$ cat config.mk
export PLATFORM = sky130hd
export DESIGN_NAME = mtr_pwm_drv
export DESIGN_NICKNAME = d
export VERILOG_FILES = /design/src/rtl/mtr_pwm_drv.sv
export SDC_FILE = /design/constraint.sdc
export NUM_CORES = 1
export LEC_CHECK = 0
export CAP_MARGIN = 10
export CORE_MARGIN = 2
export CORE_UTILIZATION = 49
export DETAILED_ROUTE_END_ITERATION = 10
export GPL_ROUTABILITY_DRIVEN = 0
export PLACE_DENSITY = 0.7
export SLEW_MARGIN = 10
export SYNTH_ARGS = -nofsm -noshare
export SYNTH_HDL_FRONTEND = slang
export SYNTH_SLANG_ARGS = --single-unit
export TNS_END_PERCENT = 30
$ cat constraint.sdc
create_clock -name clk -period 2.1 [get_ports clk]
set_input_delay 0.21 -clock clk [delete_from_list [all_inputs] [get_ports clk]]
set_output_delay 0.21 -clock clk [all_outputs]
set_load 0.01 [all_outputs]
$ cat src/rtl/mtr_pwm_drv.sv
// -----------------------------------------------------------------------------
// mtr_pwm_drv
//   Motor PWM driver stage. Turns the signed left/right speed commands into
//   complementary PWM pairs (lftPWM1/2, rghtPWM1/2) with dead time so the
//   H-bridge never has both legs on together.
//
//   - Free-running PWM_W-bit counter; period is 2^PWM_W clk.
//   - Duty = spd + 2^(PWM_W-1) (MSB of spd inverted), double-buffered and
//     loaded only in the cycle the counter sits at its top value.
//   - Raw PWM is a registered compare; each channel runs a FWD/REV/DEAD_T
//     non-overlap FSM that inserts DEAD low cycles after every raw change.
//
//   Optional build macro: MTR_PWM_COAST_EN
//     Adds input 'coast'. While high, both channels are held in DEAD_T with
//     the dead counter at DEAD-1 (all four PWMs low from the next clk). On
//     release each channel waits a full dead interval before following raw.
//     Counter and duty shadowing keep running during coast.
// -----------------------------------------------------------------------------
module mtr_pwm_drv #(
  parameter int DEAD  = 32,   // non-overlap cycles, legal 1..255
  parameter int PWM_W = 11    // counter / duty width
) (
  input  logic                    clk,
  input  logic                    rst_n,
`ifdef MTR_PWM_COAST_EN
  input  logic                    coast,
`endif
  input  logic signed [PWM_W-1:0] lft_spd,
  input  logic signed [PWM_W-1:0] rght_spd,
  output logic                    lftPWM1,
  output logic                    lftPWM2,
  output logic                    rghtPWM1,
  output logic                    rghtPWM2,
  output logic                    duty_upd
);

  // Channel index 0 = left, 1 = right.
  localparam int NCH = 2;

  // Dead counter is 8 bits wide to cover the full legal DEAD range.
  localparam logic [7:0]       DEAD_LD    = 8'(DEAD - 1);
  localparam logic [PWM_W-1:0] CNT_LAST   = '1;
  localparam logic [PWM_W-1:0] CNT_PRE    = {{(PWM_W-1){1'b1}}, 1'b0};
  localparam logic [PWM_W-1:0] DUTY_RESET = {1'b1, {(PWM_W-1){1'b0}}};

  typedef enum logic [1:0] {
    ST_FWD,     // PWM1=1, PWM2=0
    ST_REV,     // PWM1=0, PWM2=1
    ST_DEAD     // both legs off
  } state_t;

  // ---------------------------------------------------------------------------
  // Signals
  // ---------------------------------------------------------------------------
  logic [PWM_W-1:0] r_cnt;
  logic             w_wrap;
  logic             r_duty_upd;

  logic [PWM_W-1:0] w_duty_new [NCH];
  logic [PWM_W-1:0] r_duty     [NCH];

  logic [NCH-1:0]   r_raw;
  logic [NCH-1:0]   r_raw_prev;
  logic [NCH-1:0]   w_raw_chg;

  state_t           r_state     [NCH];
  state_t           w_state_nxt [NCH];
  logic [7:0]       r_dcnt      [NCH];
  logic [7:0]       w_dcnt_nxt  [NCH];

  logic [NCH-1:0]   r_pwm1;
  logic [NCH-1:0]   r_pwm2;

  // ---------------------------------------------------------------------------
  // Combinational helpers
  // ---------------------------------------------------------------------------
  assign w_wrap = (r_cnt == CNT_LAST);

  // Adding half-scale to a two's-complement value only flips its MSB, so the
  // result spans 0..2^PWM_W-1 with no overflow.
  assign w_duty_new[0] = {~lft_spd[PWM_W-1],  lft_spd[PWM_W-2:0]};
  assign w_duty_new[1] = {~rght_spd[PWM_W-1], rght_spd[PWM_W-2:0]};

  assign w_raw_chg = r_raw ^ r_raw_prev;

  // Free-running period counter.
  always_ff @(posedge clk or negedge rst_n) begin
    if (!rst_n) begin
      r_cnt <= '0;
    end else begin
      // NOTE: sequential state uses non-blocking assignments so every flop
      // samples pre-edge values, independent of block ordering.
      r_cnt <= r_cnt + 1'b1;
    end
  end

  // Shadowed duty registers, loaded only at the period wrap so a mid-period
  // command change cannot produce a glitch pulse.
  always_ff @(posedge clk or negedge rst_n) begin
    if (!rst_n) begin
      // NOTE: the duty array is small control state and must power up at
      // 50%, so it is reset explicitly, unlike a RAM-style storage array.
      for (int i = 0; i < NCH; i++) r_duty[i] <= DUTY_RESET;
    end else if (w_wrap) begin
      for (int i = 0; i < NCH; i++) r_duty[i] <= w_duty_new[i];
    end
  end

  // duty_upd is decoded one cycle early so the registered pulse coincides
  // with the cycle the counter sits at its top value.
  always_ff @(posedge clk or negedge rst_n) begin
    if (!rst_n) begin
      r_duty_upd <= 1'b0;
    end else begin
      r_duty_upd <= (r_cnt == CNT_PRE);
    end
  end

  // Registered raw compare and its one-cycle history for edge detection.
  always_ff @(posedge clk or negedge rst_n) begin
    if (!rst_n) begin
      r_raw      <= '1;
      r_raw_prev <= '1;
    end else begin
      for (int i = 0; i < NCH; i++) r_raw[i] <= (r_cnt < r_duty[i]);
      r_raw_prev <= r_raw;
    end
  end

  // Non-overlap FSM state register and dead counter, per channel.
  always_ff @(posedge clk or negedge rst_n) begin
    if (!rst_n) begin
      for (int i = 0; i < NCH; i++) begin
        r_state[i] <= ST_FWD;
        r_dcnt[i]  <= '0;
      end
    end else begin
      for (int i = 0; i < NCH; i++) begin
        r_state[i] <= w_state_nxt[i];
        r_dcnt[i]  <= w_dcnt_nxt[i];
      end
    end
  end

  // Next-state logic: any raw change (re)starts the dead interval; once it
  // expires the channel follows the current raw level.
  always_comb begin
    for (int i = 0; i < NCH; i++) begin
      // NOTE: every variable gets a default first so no path leaves it
      // unassigned, which would otherwise infer a latch.
      w_state_nxt[i] = r_state[i];
      w_dcnt_nxt[i]  = r_dcnt[i];

`ifdef MTR_PWM_COAST_EN
      if (coast) begin
        w_state_nxt[i] = ST_DEAD;
        w_dcnt_nxt[i]  = DEAD_LD;
      end else
`endif
      if (w_raw_chg[i]) begin
        w_state_nxt[i] = ST_DEAD;
        w_dcnt_nxt[i]  = DEAD_LD;
      end else if (r_state[i] == ST_DEAD) begin
        if (r_dcnt[i] == 8'd0) begin
          w_state_nxt[i] = r_raw[i] ? ST_FWD : ST_REV;
        end else begin
          w_dcnt_nxt[i] = r_dcnt[i] - 8'd1;
        end
      end
    end
  end

  // Output flops decoded from the next state, so the pins are clean
  // registered signals that track the FSM state cycle for cycle.
  always_ff @(posedge clk or negedge rst_n) begin
    if (!rst_n) begin
      r_pwm1 <= '1;
      r_pwm2 <= '0;
    end else begin
      for (int i = 0; i < NCH; i++) begin
        r_pwm1[i] <= (w_state_nxt[i] == ST_FWD);
        r_pwm2[i] <= (w_state_nxt[i] == ST_REV);
      end
    end
  end

  assign lftPWM1  = r_pwm1[0];
  assign lftPWM2  = r_pwm2[0];
  assign rghtPWM1 = r_pwm1[1];
  assign rghtPWM2 = r_pwm2[1];
  assign duty_upd = r_duty_upd;

endmodule
[Yosys cells after proc, flatten, opt, wreduce, memory -nomap -nowiden]
Cells that the tools add are included.
Word-level totals
  bits in registers: 62
Cells by class
  $add $sub $neg: 3
  magnitude comparators: 2
  eq/ne operators: 8
  muxes and demuxes: 14
  bitwise gates (word level): 3
  reduce and logical (&&, ||, !) cells: 8
Operators by type and width (count)
  8-bit 2-to-1 mux: 6
  11-bit equality test, second input constant: 2
  11-bit less-than comparator: 2
  8-bit zero test: 2
  8-bit by 1-bit subtractor with 8-bit output, second input constant: 2
  2-bit 2-to-1 mux: 6
  11-bit by 1-bit adder with 11-bit output, second input constant: 1
  2-bit by 1-bit equality test with 1-bit output, second input constant: 2
  2-bit equality test, second input constant: 2
  2-bit zero test: 2
  2-bit != test, second input constant: 2
  2-bit AND reduction: 2
  2-bit nonzero test: 2
  1-bit 2-to-1 mux: 2
  1-bit inverter: 2
  2-bit XOR: 1

[Logic depth before layout (Yosys ltp)]
  word-level depth: 5
  depth in mapped cells: 7
  depth with buffers taken out: 6

[Worst setup path after synthesis]
Ideal clock, no wire load.
  path type: flip-flop to flip-flop
  start: register r_dcnt[8] (netlist name)
  end: register r_dcnt[10] (netlist name)
  setup time: 137 ps
  arrival time: 1670 ps
  slack: 294 ps
  stages on the path, launching flop included: 8
  path buffers: 1
  period minus slack after synthesis: 1806 ps
  cells stage by stage: dfrtp_1 inv_1 ha_1 or4b_1 clkbuf_1 o211ai_1 xor2_1 nand2_1
On the way
  word-level cells in the longest chain between the ends: 4
  elaborated cells between the ends (all ways): 7
  classes of those cells: 1 x add/sub; 1 x eq/ne; 3 x mux; 2 x reduce/logical
Ends and longest elaborated chain
  start, declared: RTL line 68  | logic [7:0] r_dcnt [NCH];
  start signal, assigned by index: RTL line 140  | r_dcnt[i] <= w_dcnt_nxt[i];
  8-bit by 1-bit subtractor with 8-bit output: RTL line 167  | w_dcnt_nxt[i] = r_dcnt[i] - 8'd1;
  8-bit 2-to-1 mux: RTL line 164  | if (r_dcnt[i] == 8'd0) begin
  8-bit 2-to-1 mux: RTL line 163  | end else if (r_state[i] == ST_DEAD) begin
  8-bit 2-to-1 mux: RTL line 160  | if (w_raw_chg[i]) begin
Several ways; a longest one is shown, not always the timed one. The select of a mux whose other input is x is not followed.
A chain may end at the register's enable or synchronous reset.

[Final worst setup path]
  start: register r_dcnt[8] (netlist name)
  end: register r_dcnt[12] (netlist name)
Same word-level chain as after synthesis.

==> metrics.md <==
| Metric | Value |
|---|---|
| Status | completed |
| Sw Share | 20.8% |
| Count leader, synth | dfrtp_1 |
| RSZ-0062 raised after global routing | false |
| Resized cells post-CTS | 0 |
| VDD IR max | between 0.3 and 0.4 mV |
| First-pass GRT wire length | around 10000 um |
| Overflow after GRT | 0 |
| Die area | between 0.007 and 0.008 mm2 |
| Most Used Layer, Global Route | met2 |
| Number of synthesized register bits | 62 |
| Layout cells sized above 1 | a little under a tenth |
| Post-CTS setup buffers | 0 |
| Final Util | a little under 60% |
| Switch Pwr | 0.453 mW |
| Req. time, crit path | about 2.3 ns |
| Final instance area | 0.00372 mm2 |
| Placed cell count | approximately 410 |
| DP Area | between 0.003 and 0.004 mm2 |
| DRT iter0 DRCs | 85 |
| # IOs | 29 |
| R2R Path Start | r_dcnt[8] |
| Hold wc startpoint | lft_spd[10] |
| Antenna cell count | 0 |
| WHS Endpoint | r_duty[21] |
| Initial antenna violation count | 0 |
| P_int | between 1.5 and 2 mW |
| Area growth syn-to-layout | 17.9% |
| Tcrit/Tclk final | between 90% and 100% |
| Max cap viols | 0 |
| Clock transition at the registers of the reported paths | roughly 0.060 ns |
| PwrDens | between 500 and 600 mW/mm2 |
| LEAKAGE | between 1.5 and 2 nW |
| Vias in the first global route | roughly 2200 |
| Hold-fix buffers, CTS | 1 |
| Core ar. | 0.00628 mm2 |
| CP cell instances | inv_1 > ha_1 > or4b_1 > o211ai_1 > or4_1 > nand3_1 |
| Routed WL | ~5700 um |
| Reg2reg end | r_dcnt[12] |
| Synth cell types | 44 |
| Synth Net Count | ~360 |
| Final Hold Viols | 0 |
| Comb power frac | ~3.2% |
| Std-Cell Rows | 29 |
| DR vias/cell | approximately 5.3 |
| Post-DR wirelength/cell | around 13 um |
| Pin count of the biggest net entering global routing | 63 |
| Worst slack, placed | approximately 0.17 ns |
| CTS Root Cell | clkbuf_8 |
| M2 GR Usage | between 20% and 30% |
| Worst Path Max Fanout | 8 |
| DRC | 0 |
| Global Route Usage Sum | 17.5% |
| Slowest cell on crit path | or4b_1 |
| CTS Sinks | a little over 60 |
| Synthesized area | approximately 0.0032 mm2 |
| Synth async-reset ratio | between 90% and 100% |
| Hold/Removal Path Class | input port to flip-flop |
| H-tree Lvls | 3 |
| Slew Limit Headroom | roughly 67% |
| Vias | between 2000 and 2500 |
| Layout Skew | a little over 0.008 ns |
| Setup tns final | 0 ns |
| Setup Viol. Count Final | 0 |
| PortBufs | 28 |
| Synth Flop Type | dfrtp_1 |
| Syn_area_per_cell | just over 10 um2 |
| Register-to-Register Path Depth | 6 |
| Worst Setup End Kind | flip-flop |
| Synth area leaders | dfrtp_1, ha_1, dfstp_2 |
| Max stage delay on crit path | 0.58 ns |
| Fin crit period | 1.94 ns |
| Sequential power share | ~55% |
| CTS Buf Count | 9 |
| Flop2flop setup slack | 0.16 ns |
| Met3 Use GR | 3.93% |
| HPWL Detailed | roughly 4000 um |
| Pwr Total | ~2.2 mW |
| Worst slew pin tran | about 0.5 ns |
| Synth Warn # | 0 |
| Area share of the leading cell type in the synthesized netlist | a little over two fifths |
| Worst setup margin | 0.161 ns |
| CTS tree | done |
| Critical Path AT | about 2.1 ns |
| Commonest cells in the netlist | dfrtp_1, nand2_1, inv_1, ha_1, o21ai_0 |
| Die H | about 84 um |
| Later-pin clock latency in the skew report | between 0.3 and 0.4 ns |
| Hold path cells | 2 |
| Final cell count without fillers | approximately 430 |
| Register area share after synthesis | between 40% and 50% |
| Die Span X | between 80 and 90 um |
| Synth Instances | 310 |
| Drt pass-1 iters | 4 |
| CTS max path bufs | 2 |
| Final hold slack | between 0.4 and 0.5 ns |
| Largest area contributor in the netlist | dfrtp_1 |
| Met1 usage | 21.2% |
| Crit start category | flip-flop |
| Crit path kind | flip-flop to flip-flop |
| Starting Density | 50.2% |
| Post-route ant nets | 0 |
| Clk pwr share | about 42% |
| Nets | 392 |
| Fin. max-slew vios | 0 |
| Fmax | between 500 and 600 MHz |
| Post-synth EDFFs | 0 |
[worst max-delay path, delay by kind of cell, from the launching register on]
family | cells | cell delay, ns
AO/OA/AOI/OAI | 1 | 0.32
buffers and inverters | 1 | 0.09
flip-flops | 1 | 0.39
adder cells (fa/ha/maj) | 1 | 0.19
AND/OR/NAND/NOR | 3 | 0.81
[sequential cells by signal, summed over array words and instances, names as in the netlist]
name	cells
duty_upd	1
r_cnt	11
r_dcnt	16
r_duty	22
r_pwm1	2
r_pwm2	2
r_raw	2
r_raw_prev	2
r_state	4
[layout by cell type (no fill, tap or decap), types with 3 or more instances in the layout]
master           synthesis  routed
clkdlybuf4s50_1          0      27
a21o_1                   4       4
a211oi_1                 3       3
clkbuf_8                 0      11
nand2_1                 32      32
dfstp_2                  8       8
nand3_1                  8       8
o211ai_1                 4       4
clkbuf_1                 6       4
xnor2_1                 10      10
a21oi_1                  8       8
dfrtp_1                 54      54
inv_1                   31      31
nor2_1                  18      18
nand2b_1                 4       4
ha_1                    24      24
o31ai_1                  4       4
nand4_1                  7       7
nor4_1                   3       3
nor3_1                   9       9
nor2b_1                  4       4
o21ai_0                 22      22
xor2_1                  14      14
[how the worst max path moves through the flow]
| stage | from | end | slack (ns) |
|---|---|---|---|
| 2_1_floorplan | r_dcnt[8] | r_dcnt[10] | 0.29 |
| 3_3_place_gp | r_dcnt[8] | r_dcnt[10] | 0.22 |
| 3_5_place_dp | r_dcnt[8] | r_dcnt[12] | 0.17 |
| 4_1_cts | r_dcnt[8] | r_dcnt[12] | 0.16 |
| 5_1_grt | r_dcnt[8] | r_dcnt[12] | 0.04 |
| 6_report | r_dcnt[8] | r_dcnt[12] | 0.16 |
[metal layers]
layer,share of wire [%],routed length (um),vias to the layer above
met3,3.4,194,19
met4,3.8,217,0
li1,-,-,1149
met2,47,2650,37
met1,46,2590,1042
met5,0,0,-
[power by group through the flow]
stage / registers (mW) / clock network, mW / logic [mW]
after floorplan: 1.22 / 0 / 0.000458
after global placement: 1.22 / 0 / 0.0699
after detailed placement: 1.22 / 0 / 0.0703
after CTS: 1.20 / 0.947 / 0.0719
after global routing: 1.19 / 1.00 / 0.0774
final: 1.20 / 0.919 / 0.0692
[layout make-up]
cell class | instances | area [um2]
Fill cell | 540 | 2560
Multi-Input combinational cell | 208 | 1440
Tap cell | 77 | 96.3
Inverter | 31 | 116
Sequential cell | 62 | 1560
Timing Repair Buffer | 32 | 333
Clock inverter | 1 | 5.00
Clock buffer | 15 | 166
[kinds of logic (layout without fill, tap and decap cells)]
logic type                 count (synthesis)  after routing  synth area share, %
AOI/OAI and AO/OA                         59             59                 12.0
xor gates and xnor gates                  24             24                 6.67
adders and majority gates                 24             24                 9.53
buffers and inverters                     40             79                 5.08
DFF                                       62             62                 49.5
muxes                                      2              2                0.715
and+or+nand+nor                           99             99                 16.5
(Power assumes the default switching activity.)
